$ cat src/rtl/mul_unit.sv
// Multi-cycle MUL/MLA execute unit: iterative radix-2^STEP shift-add multiplier with
// optional accumulate, presenting result, writeback select and NZCV flags for one cycle.
module mul_unit #(
    parameter int WIDTH = 32,
    parameter int STEP  = 2
) (
    input  logic             clock,
    input  logic             reset,
    input  logic             hold,
    input  logic             start,
    input  logic             accumulate,
    input  logic             set_flags,
    input  logic [WIDTH-1:0] op_a,
    input  logic [WIDTH-1:0] op_b,
    input  logic [WIDTH-1:0] op_acc,
    input  logic [3:0]       dest,
    input  logic [3:0]       in_flags,
    output logic             busy,
    output logic             done,
    output logic [WIDTH-1:0] result,
    output logic [3:0]       wr_sel,
    output logic [3:0]       out_flags,
    output logic             flags_we
);

    localparam int N     = WIDTH / STEP;
    localparam int CNT_W = (N > 1) ? $clog2(N) : 1;

    typedef enum logic [1:0] {
        S_IDLE,
        S_RUN,
        S_DONE
    } state_t;

    state_t             state;
    state_t             state_nxt;
    logic [CNT_W-1:0]   count;
    logic [WIDTH-1:0]   acc;
    logic [WIDTH-1:0]   acc_nxt;
    logic [WIDTH-1:0]   mcand;
    logic [WIDTH-1:0]   mplier;
    logic [3:0]         dest_l;
    logic               set_flags_l;
    logic [1:0]         cv_l;
    logic               last_step;
    logic               unused_nz;

    // N and Z are recomputed from the product; only C and V pass through.
    assign unused_nz = ^in_flags[3:2];

    assign last_step = (count == CNT_W'(N - 1));

    // mcand is pre-shifted each step, so the partial product needs no variable shift.
    assign acc_nxt = acc + mcand * WIDTH'(mplier[STEP-1:0]);

    always_ff @(posedge clock) begin
        if (reset) begin
            state <= S_IDLE;
        end else if (!hold) begin
            state <= state_nxt;
        end
    end

    always_comb begin
        // NOTE: default first so every path assigns state_nxt and no latch is inferred.
        state_nxt = state;
        unique case (state)
            S_IDLE:  if (start) state_nxt = S_RUN;
            S_RUN:   if (last_step) state_nxt = S_DONE;
            S_DONE:  state_nxt = S_IDLE;
            default: state_nxt = S_IDLE;
        endcase
    end

    // NOTE: sequential state uses non-blocking assignments so every register sees pre-edge values.
    always_ff @(posedge clock) begin
        if (reset) begin
            count       <= '0;
            acc         <= '0;
            mcand       <= '0;
            mplier      <= '0;
            dest_l      <= 4'hF;
            set_flags_l <= 1'b0;
            cv_l        <= 2'b00;
            result      <= '0;
            out_flags   <= 4'b0000;
        end else if (!hold) begin
            unique case (state)
                S_IDLE: begin
                    if (start) begin
                        mcand       <= op_a;
                        mplier      <= op_b;
                        dest_l      <= dest;
                        set_flags_l <= set_flags;
                        cv_l        <= in_flags[1:0];
                        acc         <= accumulate ? op_acc : '0;
                        count       <= '0;
                    end
                end
                S_RUN: begin
                    acc    <= acc_nxt;
                    mcand  <= mcand << STEP;
                    mplier <= mplier >> STEP;
                    count  <= count + CNT_W'(1);
                    if (last_step) begin
                        result    <= acc_nxt;
                        out_flags <= {acc_nxt[WIDTH-1], acc_nxt == '0, cv_l};
                    end
                end
                default: ;
            endcase
        end
    end

    assign busy     = (state != S_IDLE);
    assign done     = (state == S_DONE);
    assign wr_sel   = done ? dest_l : 4'hF;
    assign flags_we = done & set_flags_l;

endmodule

$ cat config.mk
export PLATFORM = sky130hd
export DESIGN_NAME = mul_unit
export DESIGN_NICKNAME = d
export VERILOG_FILES = /design/src/rtl/mul_unit.sv
export SDC_FILE = /design/constraint.sdc
export NUM_CORES = 1
export LEC_CHECK = 0
export BUFFER_PORTS_ARGS = -buffer_cell sky130_fd_sc_hd__buf_2
export CORE_MARGIN = 2
export CORE_UTILIZATION = 45
export CTS_BUF_LIST = sky130_fd_sc_hd__clkbuf_4
export DETAILED_ROUTE_END_ITERATION = 7
export PLACE_DENSITY = 0.69
export SLEW_MARGIN = 0
export SYNTH_ARGS = -nofsm -noshare
export SYNTH_HDL_FRONTEND = slang
export SYNTH_SLANG_ARGS = --single-unit
$ cat constraint.sdc
create_clock -name clock -period 4.19 [get_ports clock]
set_input_delay 0.2095 -clock clock [delete_from_list [all_inputs] [get_ports clock]]
set_output_delay 0.2095 -clock clock [all_outputs]
set_load 0.02 [all_outputs]
## After elaboration in Yosys (flattened, before gate mapping)

Cells that the tools add are included.
Widths: inputs -> output; s select.

- Register bits after elaboration: 145
- Bits of input ports: 110
- Output and inout port bits: 43
- Word-level logic and storage cells: 41

- Add/subtract/negate cells: 2
- Multiply operators: 1
- Equality and inequality tests: 5
- Muxes and demuxes: 13
- Bitwise logic cells: 2
- Reduce and logical (&&, ||, !) cells: 8

Operators with widths:

| cell | count |
|---|---|
| $pmux 32 s2 | 3 |
| $mux 32 | 4 |
| $add 32x32->32 | 1 |
| $logic_not 32->1 | 1 |
| $mul 32x2->32 | 1 |
| $reduce_and 3->1 | 4 |
| $mux 4 | 2 |
| $pmux 4 s2 | 1 |
| $add 4x1->4 const B | 1 |
| $eq 4x4->1 const B | 1 |
| $mux 2 | 2 |
| $ne 2x2->1 const B | 2 |
| $pmux 2 s2 | 1 |
| $reduce_bool 2->1 | 2 |
| $eq 2x1->1 const B | 1 |
| $eq 2x2->1 const B | 1 |
| $logic_not 2->1 | 1 |
| $and 1x1->1 | 1 |
| $not 1->1 | 1 |

## Depth between registers and ports, before layout

- Depth in word-level cells: 3
- Depth in mapped cells: 17
- Gate-level depth less buffers: 14

## Least setup slack after synthesis

Ideal clock, no wire load.

- Path kind: register -> register
- Start point: register mplier[1]
- End point: register out_flags[2]
- Setup time: 0.084 ns
- Data arrival time: 4.162 ns
- Required time: 4.106 ns
- Slack: -0.056 ns
- Cell stages (with the launch flop): 16
- Path buffers: 1
- Period minus slack after synthesis: 4.246 ns
- Cells stage by stage: dfxtp_1 > clkbuf_1 > and2_1 > fa_1 > ha_1 > fa_1 > a21o_1 > a221oi_2 > or4_1 > o211ai_2 > o31ai_2 > o41ai_2 > xnor2_1 > or3_1 > or4_1 > o31ai_2

- Longest elaborated chain between the ends: 3

Ends and longest elaborated chain:

| item | RTL line | text |
|---|---|---|
| start, declared | 41 | `logic [WIDTH-1:0] mplier;` |
| start signal, assigned | 92 | `mplier <= op_b;` |
| start signal, assigned | 103 | `mplier <= mplier >> STEP;` |
| $mul 32x2->32 | 54 | `assign acc_nxt = acc + mcand * WIDTH'(mplier[STEP-1:0]);` |
| $add 32x32->32 | 54 |  |
| $logic_not 32->1 | 107 | `out_flags <= {acc_nxt[WIDTH-1], acc_nxt == '0, cv_l};` |
| end signal, assigned | 107 |  |
| end, declared | 22 | `output logic [3:0] out_flags,` |

No other way between the ends.
A chain may end at the register's enable or synchronous reset.

## Final worst setup path

Same ends and word-level chain as after synthesis.

==> flow_summary_export.csv <==
group,metric,value,unit
run_status,outcome,"completed",
critical_path,cp-end-kind,"flop",
sta,setup_repair_after_global_routing_missed_its_margin,"no",
synth,ys_dominant_reg_cell,"dfxtp_1",
layout,seqCellArea,2892,sq um
floorplanning,design.portCount,153,
sta,skew,0.02306,ns
global_route,first_pass_grt_wire_length,41.08,mm
floorplanning,die_area,20610,sq um
layout,final_cell_mix,"nand2_1 (240), nor2_1 (154), buf_2 (149)",
drt,postRouteAntennaNets,0,
synth,synth_seq_cells,144,
sta,slew_at_the_pin_closest_to_its_max_slew_limit,0.9477,ns
power,sequentialPowerShare,47.3,%
cts,cts_inserted_buffers,17,
sta,fmax,247.2,MHz
sta,post-route-worst-setup-slack,0.1439,ns
placed_design,hpwl,17.84,mm
critical_path,setup.worst_path.start_class,"flop",
critical_path,worst-path-max-fanout,16,
power,switching_share,34.10,%
sta,finalMaxSlewViolations,0,
power,internal_power,2.084,mW
drt,post-route-drc-count,0,
power,power.share.combinational,21.9,%
synth,synth.cell_area,8763,sq um
sta,final_hold_viol_count,0,
drt,wire_per_inst,15.10,um
layout,final_cell_count_no_fill,1682,
layout,syn2layout_area_growth,28.51,%
drt,dr.first_iter.drc_count,489,
sta,timing.setup.tns,0,ns
layout,layout.cells.most_common,"nand2_1",
cts,cts.sinks,144,
power,worst_ir_drop_vdd,0.0002298,V
sta,final.period_utilization,96.56,%
job,drv_cap,0,
layout,drive_above_1_share,19.99,%
power,p_per_area,280.7,nW/um^2
power,power.static_leakage,4.899,nW
floorplanning,die_h,143.6,um
critical_path,crit_required,4.70,ns
placed_design,dp_slack,-0.01654,ns
synth,synth_edf_count,0,
global_route,groute.usage.overall,24.91,%
floorplanning,chipWidth,143.6,um
critical_path,critical_path_class,"flop to flop",
cts,clk-insertion-delay-late,0.58,ns
global_route,via_count_of_the_first_global_routing_pass,8378,
critical_path,crit_arrival,4.55,ns
cts,max-clock-path-buffers,2,
synth,synth.net_count,1339,
synth,synthesis.instances,1166,
synth,yosysUniqueCellTypes,59,
drt,detail_route.wirelength,25.41,mm
placed_design,routabilityCongestion,0.9225,
global_route,grt-ovfl-total,0,
placed_design,place.port_buffers,150,
min_path,timing.hold.worst.class,"input pin to flop",
floorplanning,core-area,19270,sq um
layout,net_total_in_the_final_layout,1576,
global_route,grt_antenna_before_repair,1,
drt,vias,8915,
cts,tritoncts,"built",
cts,clk_pin_slew_worst_paths,0.15,ns
cts,htree_num_levels,4,
layout,finalCoreUtilization,58.44,%
drt,routed_via_density,5.300,
global_route,largest_net_degree_at_the_start_of_global_routing,83,
synth,async_flop_share,0,%
synth,synth_sequential_area_ratio,32.90,%
placed_design,dp_cells,1571,
layout,n_fill_cell,1809,
synth,postSynthAreaPerCell,7.516,sq um
cts,clockRootBuffer,"clkbuf_4",
layout,multiInputGateArea,5299,sq um
synth,yosysWarningCount,0,
sta,worst_slew_margin_rel,36.58,%
floorplanning,row_count,51,
sta,finalSetupViolCount,0,
floorplanning,initial_utilization,45.47,%
sta,finalCriticalPeriod,4.046,ns
power,switching_power,1.078,mW
power,clock_power_share,30.8,%
drt,dr.pass1.iters,7,
state kept, by name (all words and copies together) (netlist names):
name / flops
dest_l: 4
count: 4
result: 32
set_flags_l: 1
mplier: 32
state: 2
acc: 32
mcand: 32
cv_l: 2
out_flags: 3
routing by layer:
metal | global-route usage (%) | vias to the layer above | wire, um
li1 | - | 4437 | -
met1 | 32.23 | 4224 | 11260
met2 | 42.68 | 227 | 12440
met3 | 4.798 | 27 | 1262
met4 | 6.502 | 0 | 447
met5 | 0 | - | 0
worst max-delay path, cell delays in order (launching register included):
cell and delay [ns]:
dfxtp_4 0.39, buf_8 0.15, and2_1 0.16, fa_1 0.47
ha_1 0.34, buf_4 0.16, a21oi_1 0.17, o211ai_1 0.14
a311o_1 0.34, nand2_1 0.16, o21ai_0 0.10, a21oi_1 0.20
xnor2_1 0.16, or3_1 0.38, or4_1 0.49, o31ai_2 0.17
path summary, 6_finish.rpt:
kind | cells past startpoint | end | slack, ns | start
setup / recovery | 15 | out_flags[2] | 0.14 | mplier[1]
hold / removal | 5 | acc[12] | 0.06 | op_acc[12]
setup reg to reg | 15 | out_flags[2] | 0.14 | mplier[1]
hold reg to reg | 2 | out_flags[1] | 0.46 | out_flags[1]
per-stage QoR:
step | total power [mW] | hold WS, ns | cell area, sq um
after floorplan | 1.905 | 0.3273 | 8766
after global placement | 2.137 | 0.4125 | 10070
after detailed placement | 2.146 | 0.4188 | 10070
after CTS | 3.166 | 0.01891 | 11170
after global routing | 3.323 | 0.05542 | 11260
final | 3.162 | 0.05652 | 11260
Yosys cell counts (6+ instances only):
cell type    n  area [sq um]
o21ai_0     19         95.09
nor3_1       9         45.04
dfxtp_1    144          2883
nand3_1     15         75.07
fa_1        31         620.6
a21o_1       8         60.06
inv_1       88         330.3
and3_1       7         43.79
xor2_1      15         131.4
clkbuf_1    71         266.5
nor2b_1      6         37.54
xnor2_1     18         157.7
ha_1        32         400.4
and2_1       9         56.30
nand2_1    240         900.9
a21oi_1    120         600.6
nor2_1     154         578.1
a211oi_1    27         202.7
or3_1        8         50.05
a311oi_1    65         569.3
power by group through the flow:
stage	Sequential, mW	Clock (mW)	Combinational (mW)
2_1_floorplan	1.51	0	0.400
5_1_grt	1.50	1.05	0.769
3_3_place_gp	1.52	0	0.616
4_1_cts	1.49	0.991	0.682
3_5_place_dp	1.52	0	0.623
6_report	1.49	0.974	0.693
repair_timing:
| action | 4_1_cts | 5_1_grt |
|---|---|---|
| setup buffers | 0 | 1 |
| pin swaps | 0 | 5 |
| gates cloned | 0 | 0 |
| endpoints found under the hold margin | 77 | 0 |
| hold buffers | 77 | 0 |
| setup endpoints to repair | 1 | 3 |
| resized for setup | 2 | 16 |
layout make-up:
type | instances | area share (%)
multi-input combinational | 854 | 47.05
sequential | 144 | 25.67
timing repair buffer | 298 | 18.51
tap | 265 | 2.944
inverter | 88 | 2.933
clock inverter | 15 | 1.733
clock buffer | 17 | 1.133
antenna | 1 | 0.02222
cells by family (layout without fill, tap and decap cells):
logic type | after synthesis | count (layout) | share of synthesized area (%)
other | 0 | 1 | 0
flip-flops | 144 | 144 | 32.90
adder cells (fa/ha/maj) | 63 | 63 | 11.65
buffers and inverters | 168 | 418 | 7.724
AND/OR/NAND/NOR | 475 | 475 | 22.60
XOR/XNOR | 33 | 33 | 3.298
AO/OA/AOI/OAI | 280 | 280 | 21.49
multiplexers | 3 | 3 | 0.3427
Power figures use the tool's default switching activity.
